## config.mk

```make
export PLATFORM = sky130hd
export DESIGN_NAME = ghostbus_arbiter
export DESIGN_NICKNAME = d
export VERILOG_FILES = /design/src/rtl/ghostbus_arb_pkg.sv /design/src/rtl/ghostbus_arb_pick.sv /design/src/rtl/ghostbus_arbiter.sv
export SDC_FILE = /design/constraint.sdc
export NUM_CORES = 1
export LEC_CHECK = 0
export BUFFER_PORTS_ARGS = -buffer_cell sky130_fd_sc_hd__buf_2
export CORE_MARGIN = 4
export CORE_UTILIZATION = 26
export CTS_CLUSTER_SIZE = 24
export DETAILED_ROUTE_END_ITERATION = 16
export GPL_ROUTABILITY_DRIVEN = 0
export HOLD_SLACK_MARGIN = 0.15
export PLACE_DENSITY_LB_ADDON = 0.08
export SYNTH_ARGS = -nofsm -noshare
export SYNTH_HDL_FRONTEND = slang
export SYNTH_SLANG_ARGS = --single-unit
```

## constraint.sdc

```tcl
create_clock -name gb_clk -period 3.7 [get_ports gb_clk]
set_clock_uncertainty 0.05 [all_clocks]
set_input_delay 0.37 -clock gb_clk [delete_from_list [all_inputs] [get_ports gb_clk]]
set_output_delay 0.37 -clock gb_clk [all_outputs]
set_load 0.05 [all_outputs]
```

## src/rtl/ghostbus_arb_pkg.sv

```systemverilog
// ghostbus_arb_pkg -- shared types and helpers for the two-host ghostbus arbiter.
//
// Contents:
//   arb_state_e   arbiter FSM state (IDLE / WRITE / READ_WAIT / READ_DONE)
//   HOST0/HOST1   host index constants, also the encoding of grant/last_grant
//   lat_cnt_w()   width of the read-latency down-counter, clog2(RD+1)
//
// Optional feature macro (consumed by ghostbus_arb_pick):
//   GHOSTBUS_ARB_RR_EN  round-robin tie-break instead of fixed host-0 priority

package ghostbus_arb_pkg;

    typedef enum logic [1:0] {
        IDLE      = 2'd0,
        WRITE     = 2'd1,
        READ_WAIT = 2'd2,
        READ_DONE = 2'd3
    } arb_state_e;

    localparam logic HOST0 = 1'b0;
    localparam logic HOST1 = 1'b1;

    // The counter is loaded with RD itself, so it must be able to hold RD.
    function automatic int unsigned lat_cnt_w(input int unsigned rd);
        return $clog2(rd + 1);
    endfunction

endpackage

```

## src/rtl/ghostbus_arb_pick.sv

```systemverilog
// ghostbus_arb_pick -- combinational winner select for the ghostbus arbiter.
//
// Keeps the arbitration policy out of the FSM: the FSM only asks "is anyone
// requesting" and "who wins", whatever the policy.
//
// Ports:
//   h0_valid_i    host 0 request pending
//   h1_valid_i    host 1 request pending
//   last_grant_i  host granted most recently (HOST0/HOST1)
//   any_o         at least one host requesting
//   winner_o      host to grant this cycle (meaningful only when any_o)
//
// Macro GHOSTBUS_ARB_RR_EN:
//   defined   -> round-robin: a tie goes to the host that did not win last
//   undefined -> fixed priority: host 0 wins every tie (host 1 can starve)

module ghostbus_arb_pick
    import ghostbus_arb_pkg::*;
(
    input  logic h0_valid_i,
    input  logic h1_valid_i,
    input  logic last_grant_i,
    output logic any_o,
    output logic winner_o
);

    assign any_o = h0_valid_i | h1_valid_i;

`ifdef GHOSTBUS_ARB_RR_EN
    always_comb begin
        winner_o = HOST0;
        if (h0_valid_i && h1_valid_i) begin
            winner_o = ~last_grant_i;
        end else if (h1_valid_i) begin
            winner_o = HOST1;
        end
    end
`else
    // Fixed priority has no use for the grant history.
    logic unused_last_grant;
    assign unused_last_grant = last_grant_i;

    always_comb begin
        winner_o = HOST0;
        if (!h0_valid_i && h1_valid_i) begin
            winner_o = HOST1;
        end
    end
`endif

endmodule

```

## src/rtl/ghostbus_arbiter.sv

```systemverilog
// ghostbus_arbiter -- shares one ghostbus master port between two hosts.
//
// One transaction is outstanding at a time. A grant in IDLE latches the
// winner's address/data onto the bus; a write then pulses gb_wen together with
// the host ack, a read pulses gb_rstb, counts RD cycles, samples gb_rdata and
// acks one cycle later with the captured data.
//
// Parameters:
//   AW  bus address width
//   DW  bus data width
//   RD  read latency, gb_rstb to valid gb_rdata, in cycles (1..255)
//
// Ports:
//   gb_clk, gb_rst_n          clock (rising edge), async active-low reset
//   hN_valid/we/addr/wdata    host N request, held until hN_ack (N = 0,1)
//   hN_ack                    host N one-cycle completion pulse
//   hN_rdata                  host N read data, valid with hN_ack on reads
//   gb_addr, gb_wdata         bus address / write data, held grant to grant
//   gb_wen, gb_rstb           one-cycle bus write / read strobes
//   gb_rdata                  bus read data
//
// Macro GHOSTBUS_ARB_RR_EN selects round-robin over fixed priority
// (see ghostbus_arb_pick).

module ghostbus_arbiter
    import ghostbus_arb_pkg::*;
#(
    parameter int unsigned AW = 24,
    parameter int unsigned DW = 32,
    parameter int unsigned RD = 8
) (
    input  logic          gb_clk,
    input  logic          gb_rst_n,

    input  logic          h0_valid,
    input  logic          h0_we,
    input  logic [AW-1:0] h0_addr,
    input  logic [DW-1:0] h0_wdata,
    output logic          h0_ack,
    output logic [DW-1:0] h0_rdata,

    input  logic          h1_valid,
    input  logic          h1_we,
    input  logic [AW-1:0] h1_addr,
    input  logic [DW-1:0] h1_wdata,
    output logic          h1_ack,
    output logic [DW-1:0] h1_rdata,

    output logic [AW-1:0] gb_addr,
    output logic [DW-1:0] gb_wdata,
    output logic          gb_wen,
    output logic          gb_rstb,
    input  logic [DW-1:0] gb_rdata
);

    localparam int unsigned CW = lat_cnt_w(RD);

    arb_state_e    state_q;
    logic          gnt_q;          // host owning the current transaction
    logic          last_grant_q;
    logic [CW-1:0] cnt_q;
    logic [AW-1:0] addr_q;
    logic [DW-1:0] wdata_q;
    logic          wen_q;
    logic          rstb_q;
    logic [1:0]    ack_q;          // indexed by host
    logic [DW-1:0] h0_rdata_q;
    logic [DW-1:0] h1_rdata_q;

    logic          any_req;
    logic          winner;
    logic          win_we;
    logic [AW-1:0] win_addr;
    logic [DW-1:0] win_wdata;

    ghostbus_arb_pick u_pick (
        .h0_valid_i   (h0_valid),
        .h1_valid_i   (h1_valid),
        .last_grant_i (last_grant_q),
        .any_o        (any_req),
        .winner_o     (winner)
    );

    // Request fields of the winning host; only sampled on a grant, so later
    // changes on the host side never reach the bus.
    always_comb begin
        win_we    = h0_we;
        win_addr  = h0_addr;
        win_wdata = h0_wdata;
        if (winner == HOST1) begin
            win_we    = h1_we;
            win_addr  = h1_addr;
            win_wdata = h1_wdata;
        end
    end

    // Strobes and acks are registered pulses: every state that raises one
    // leaves after a single cycle, so clearing them by default each cycle is
    // what keeps them one cycle wide. Reset clears them asynchronously, which
    // also drops an in-flight transaction without an ack.
    always_ff @(posedge gb_clk or negedge gb_rst_n) begin
        if (!gb_rst_n) begin
            state_q      <= IDLE;
            gnt_q        <= HOST0;
            last_grant_q <= HOST1;
            cnt_q        <= '0;
            addr_q       <= '0;
            wdata_q      <= '0;
            wen_q        <= 1'b0;
            rstb_q       <= 1'b0;
            ack_q        <= '0;
            h0_rdata_q   <= '0;
            h1_rdata_q   <= '0;
        end else begin
            wen_q  <= 1'b0;
            rstb_q <= 1'b0;
            ack_q  <= '0;

            case (state_q)
                IDLE: begin
                    if (any_req) begin
                        gnt_q        <= winner;
                        last_grant_q <= winner;
                        addr_q       <= win_addr;
                        wdata_q      <= win_wdata;
                        if (win_we) begin
                            // Write completes on the strobe cycle itself.
                            state_q       <= WRITE;
                            wen_q         <= 1'b1;
                            ack_q[winner] <= 1'b1;
                        end else begin
                            state_q <= READ_WAIT;
                            rstb_q  <= 1'b1;
                            cnt_q   <= CW'(RD);
                        end
                    end
                end

                WRITE: begin
                    state_q <= IDLE;
                end

                READ_WAIT: begin
                    // Counter reads RD in the strobe cycle and 0 exactly RD
                    // cycles later, which is when gb_rdata is valid.
                    if (cnt_q == '0) begin
                        state_q      <= READ_DONE;
                        ack_q[gnt_q] <= 1'b1;
                        if (gnt_q == HOST0) begin
                            h0_rdata_q <= gb_rdata;
                        end else begin
                            h1_rdata_q <= gb_rdata;
                        end
                    end else begin
                        cnt_q <= cnt_q - CW'(1);
                    end
                end

                READ_DONE: begin
                    state_q <= IDLE;
                end

                default: begin
                    state_q <= IDLE;
                end
            endcase
        end
    end

    assign gb_addr  = addr_q;
    assign gb_wdata = wdata_q;
    assign gb_wen   = wen_q;
    assign gb_rstb  = rstb_q;
    assign h0_ack   = ack_q[0];
    assign h1_ack   = ack_q[1];
    assign h0_rdata = h0_rdata_q;
    assign h1_rdata = h1_rdata_q;

endmodule

```

After elaboration in Yosys (flattened, before gate mapping). Cells that the tools add are included.

Input bits: 150. Flip-flop bits (word level): 131. Logic and storage cells: 63. Output and inout port bits: 124.

Bitwise logic cells: 2. Eq/ne operators: 7. Order comparisons: 4. Mux-type cells: 26. Reductions and logical operators: 13. Add/subtract/negate cells: 1.

Operators with widths (count): two-way mux 32 bit (1); two-way mux 24 bit (1); two-way mux 2 bit (6); two-way mux 4 bit (3); two-way mux 1 bit (10); != test 2 bit (second input constant) (4); one-hot mux 4 bit (2 select lines) (1); one-hot mux 2 bit (3 select lines) (1); AND reduction 3 bit (2); == test 2 bit (second input constant) (2); zero test 4 bit (1); less-than comparator 1 x 2 -> 1 bit (second input constant) (2); one-hot mux 2 bit (2 select lines) (1); AND reduction 2 bit (2); AND reduction 4 bit (1); subtractor 4 x 1 -> 4 bit (second input constant) (1); logical AND 1 bit (3); demux 1 bit (select 1 bit) (2); == test 2 x 1 -> 1 bit (second input constant) (1); >= comparator 1 bit (second input constant) (2); zero test 2 bit (1); nonzero test 2 bit (1); OR reduction 2 bit (1); zero test 1 bit (1); 2 further kinds (2).

Longest topological paths before layout.
Depth in word-level cells: 10. Mapped depth: 6. Mapped depth without buffers: 6.

Modules after synthesis. Synthesis repeated with hierarchy kept, for this count alone.

Cell total of the unflattened synthesis: 434. Area total of the unflattened synthesis: 5482.8 um^2.

By module, submodules not included: ghostbus_arbiter (area an instance 5470.2 um^2, times used 1, cells each 432); ghostbus_arb_pick (area an instance 12.5 um^2, times used 1, cells each 2).

Least setup slack after synthesis. OpenSTA, ideal clock, no wires.

Path type: flip-flop to flip-flop. Start: register cnt_q[0]. End: register h0_rdata_q[10], in the netlist h0_rdata[10]. Slack: 1.777 ns. Period minus slack after synthesis: 1.923 ns. Cell stages (with the launch flop): 7. Library setup time: 0.125 ns. Arrival: 1.748 ns. Cell sequence: dfrtp_1 inv_1 ha_1 or3b_4 nor3_4 buf_6 mux2_2.

Longest elaborated chain between the ends: 2.

Ends and longest elaborated chain: start, declared (line ghostbus_arbiter.sv:61) `logic [CW-1:0] cnt_q;`; start signal, assigned (line ghostbus_arbiter.sv:134) `cnt_q <= CW'(RD);`; start signal, assigned (line ghostbus_arbiter.sv:155) `cnt_q <= cnt_q - CW'(1);`; zero test 4 bit (line ghostbus_arbiter.sv:146) `if (cnt_q == '0) begin`; AND reduction 3 bit (no line); end signal, assigned (line ghostbus_arbiter.sv:150) `h0_rdata_q <= gb_rdata;`; end, declared (line ghostbus_arbiter.sv:67) `logic [DW-1:0] h0_rdata_q;`.

Every way passes these cells. A chain may end at the register's enable or synchronous reset.

Worst setup path after layout.
Start: register cnt_q[1]. End: register h1_rdata_q[16], in the netlist h1_rdata[16].

Longest elaborated chain between the ends: 2.

Ends and longest elaborated chain: zero test 4 bit (line ghostbus_arbiter.sv:146); AND reduction 3 bit (no line); end signal, assigned (line ghostbus_arbiter.sv:152) `h1_rdata_q <= gb_rdata;`; end, declared (line ghostbus_arbiter.sv:68) `logic [DW-1:0] h1_rdata_q;`.

Every way passes these cells.

==> results by group <==
Outcome
  – Outcome: finished clean

Cells and area
  – Antenna fix cells: 0
  – Final Cell Area: 7910 um^2
  – Share of layout cells above drive strength 1: 0.503
  – Final nets: 883
  – Area grow syn2layout: 44.4%

Critical path
  – Crit path capture type: register
  – CP top delay family: simple AND/OR/NAND/NOR gates
  – Critical Path Start Type: register
  – Worst path cell trace: inv_1 -> ha_1 -> nor3b_1 -> nand3_2 -> mux2_2
  – Slowest CP cell: nand3_2
  – Data required, critical path: 3.94 ns
  – WP data arrival: 2.76 ns
  – Critical Path Max Stage Delay: 0.73 ns
  – CP Class: reg2reg
  – CP max FO: 33
  – Critical path buffers and inverters: 1

Timing
  – Period utilization: 0.681
  – RSZ-0062 raised after global routing: no
  – Final setup viols: 0
  – Max Clk Rate: 397 MHz
  – Final hold vios: 0
  – Slew Viols, Final: 0
  – Setup TNS: 0 ns
  – Period minus WS final: 2.52 ns
  – Worst Max-Slew Pin Slew: 1.03 ns
  – Slew HR: 0.313
  – Final worst-path setup slack: 1.18 ns

Global routing
  – Gr usage total: 0.128
  – Vias in the first global route: 4,528
  – Largest net degree at the start of global routing: 111
  – Congestion Overflow GR: 0
  – First-pass GRT wire length: 23,800 um
  – Initial antenna violation count: 3

Synthesis
  – Largest area contributor in the synthesized netlist: dfrtp_1
  – Async S/R FF share, synth: 1.00
  – Simple-gate area share of the yosys netlist: 0.0647
  – Mapped Area: 5480 um^2
  – Compound-Gate Fraction of Synth Area: 0.0692
  – Gate Count Post-Synth: 434
  – Synthesized flop and latch total: 131
  – Multiplexer area fraction after synthesis: 0.234
  – Most common cell in the netlist: dfrtp_1
  – Post-synth net total: 585
  – Syn avg cell area: 12.6 um^2
  – Sequential share of the synthesized area: 0.599
  – Share of the synthesized area in the top cell type: 0.599
  – Synth warnings: 0
  – Distinct cells, synth: 33
  – Dominant synthesized flop cell: dfrtp_1
  – Adder-cell share of the synthesized area: 0.00229
  – Xor and xnor fraction of the mapped netlist area: 0.00160
  – Dominant cells by area after synthesis: dfrtp_1 60%, mux2_2 13%, mux2i_1 10%, o21ai_0 5.3%, nand2_1 4.3%
  – Largest family of logic cells by synthesized area: multiplexers
  – Top post-synthesis cells by count: 131 x dfrtp_1, 64 x mux2_2, 62 x nand2_1
  – Post-synth EDFFs: 0

Power
  – Pwr dens: 1050 nW/um^2
  – Peak supply drop: 0.391 mV
  – Pleak: 4.19 nW

Die
  – Die ar.: 23,400 um^2
  – Top Ports: 274
  – Die Span Y: 153 um
  – Starting density of the core: 0.267
  – Die width: 153 um
  – FP Rows: 52
  – Core footprint: 20,500 um^2

Clocking
  – Worst-path clk slew: 0.06 ns
  – TritonCTS clock tree: done
  – H-tree Lvls: 4
  – Clk sinks: 131
  – Worst-skew pair later-pin latency: 0.40 ns
  – Clk buf depth: 2
  – Total CTS buffers: 17
  – Post-CTS Repair Setup Buffers: 0
  – CTS Root Cell: clkbuf_16

Placed design
  – Dpl ws: 1.07 ns
  – DP HPWL: 11,300 um
  – Post-Place Cell Area: 7100 um^2
  – Port bufs: 273

Worst hold path
  – Worst Hold Class: in2reg

Route
  – Routed Antenna Nets: 0
  – Final WL: 15,100 um
  – Initial DRC count: 111
  – Vias per std cell: 4.18
  – Initial DRT Pass Iterations: 4
  – DRC: 0
  – WL per Instance: 14.9 um
  – Via count: 4,245

Flow run
  – Max-Cap Viols: 0
logic make-up after synthesis:
family          after synthesis
buf+inv                      29
mux                         120
fa+ha+maj                     1
compound gates               72
flops                       131
xor+xnor                      1
simple gates                 80
registers in the layout (all words and copies together) (netlist names):
| name | cells |
|---|---|
| ack_q | 2 |
| cnt_q | 4 |
| gb_addr | 24 |
| gb_rstb | 1 |
| gb_wdata | 32 |
| gb_wen | 1 |
| gnt_q | 1 |
| h0_rdata | 32 |
| h1_rdata | 32 |
| state_q | 2 |
layout by cell type (no fill, tap or decap), types with 2 or more instances in the layout:
cell / instances
dfrtp_1: 131
dlygate4sd3_1: 27
a21oi_1: 4
and2_1: 2
nand2_1: 62
nand2b_1: 2
clkbuf_8: 3
o22ai_1: 2
o21ai_0: 58
mux2i_1: 56
clkinv_2: 5
mux2_2: 64
buf_2: 272
clkbuf_1: 3
inv_1: 4
nor3_1: 2
clkinvlp_4: 3
clkbuf_16: 17
buf_4: 3
nor2_1: 3
per-stage QoR:
step,hold WS (ns),power (mW),util,cells
2_1_floorplan,0.0244,5.76,-,434
3_3_place_gp,0.409,6.86,0.346,956
5_1_grt,0.157,8.83,0.386,1015
4_1_cts,0.151,8.49,0.386,1015
3_5_place_dp,0.415,6.92,0.346,956
6_report,0.173,8.34,0.386,1015
area by class of cell:
class | count | area [um^2]
Clock buffer | 23 | 478
Multi-Input combinational cell | 274 | 2050
Sequential cell | 131 | 3280
Inverter | 4 | 15.0
Timing Repair Buffer | 304 | 1690
Fill cell | 2069 | 12600
Clock inverter | 9 | 56.3
Tap cell | 270 | 338
final timing paths:
check / from / end / slack (ns) / cells after the start
worst min register to register: gb_addr[8]$_DFFE_PN0P_ / gb_addr[8]$_DFFE_PN0P_ / 0.42 / 2
max in group asynchronous: gb_rst_n / gb_addr[9]$_DFFE_PN0P_ / 2.02 / 3
worst min-delay path: gb_rdata[30] / h0_rdata[30]$_DFFE_PN0P_ / 0.17 / 2
min in group asynchronous: gb_rst_n / gb_addr[19]$_DFFE_PN0P_ / 0.61 / 2
worst max-delay path: cnt_q[1]$_DFFE_PN0P_ / h1_rdata[16]$_DFFE_PN0P_ / 1.18 / 5
worst max register to register: cnt_q[1]$_DFFE_PN0P_ / h1_rdata[16]$_DFFE_PN0P_ / 1.18 / 5
power by group:
group / leakage [nW] / internal, mW / switching (mW) / total [mW]
combinational: 2.32 / 1.07 / 3.27 / 4.34
sequential: 1.61 / 2.13 / 0.358 / 2.49
clock: 0.259 / 0.904 / 0.602 / 1.51
worst reg2reg max path: stages, from the launching register on:
cell and delay [ns]:
dfrtp_1 0.39, inv_1 0.09, ha_1 0.17, nor3b_1 0.40, nand3_2 0.73, mux2_2 0.57
layer usage:
metal,track usage,vias up,wire (um)
met5,0,-,22
met4,0.0356,6,139
met3,0.0529,13,1280
li1,-,2110,-
met2,0.218,151,7550
met1,0.147,1965,6140
timing repair:
| item | in CTS | in global routing |
|---|---|---|
| endpoints found under the hold margin | 155 | 0 |
| hold buffers | 27 | 0 |
| gates resized for setup | 0 | 0 |
Power figures use the tool's default switching activity.
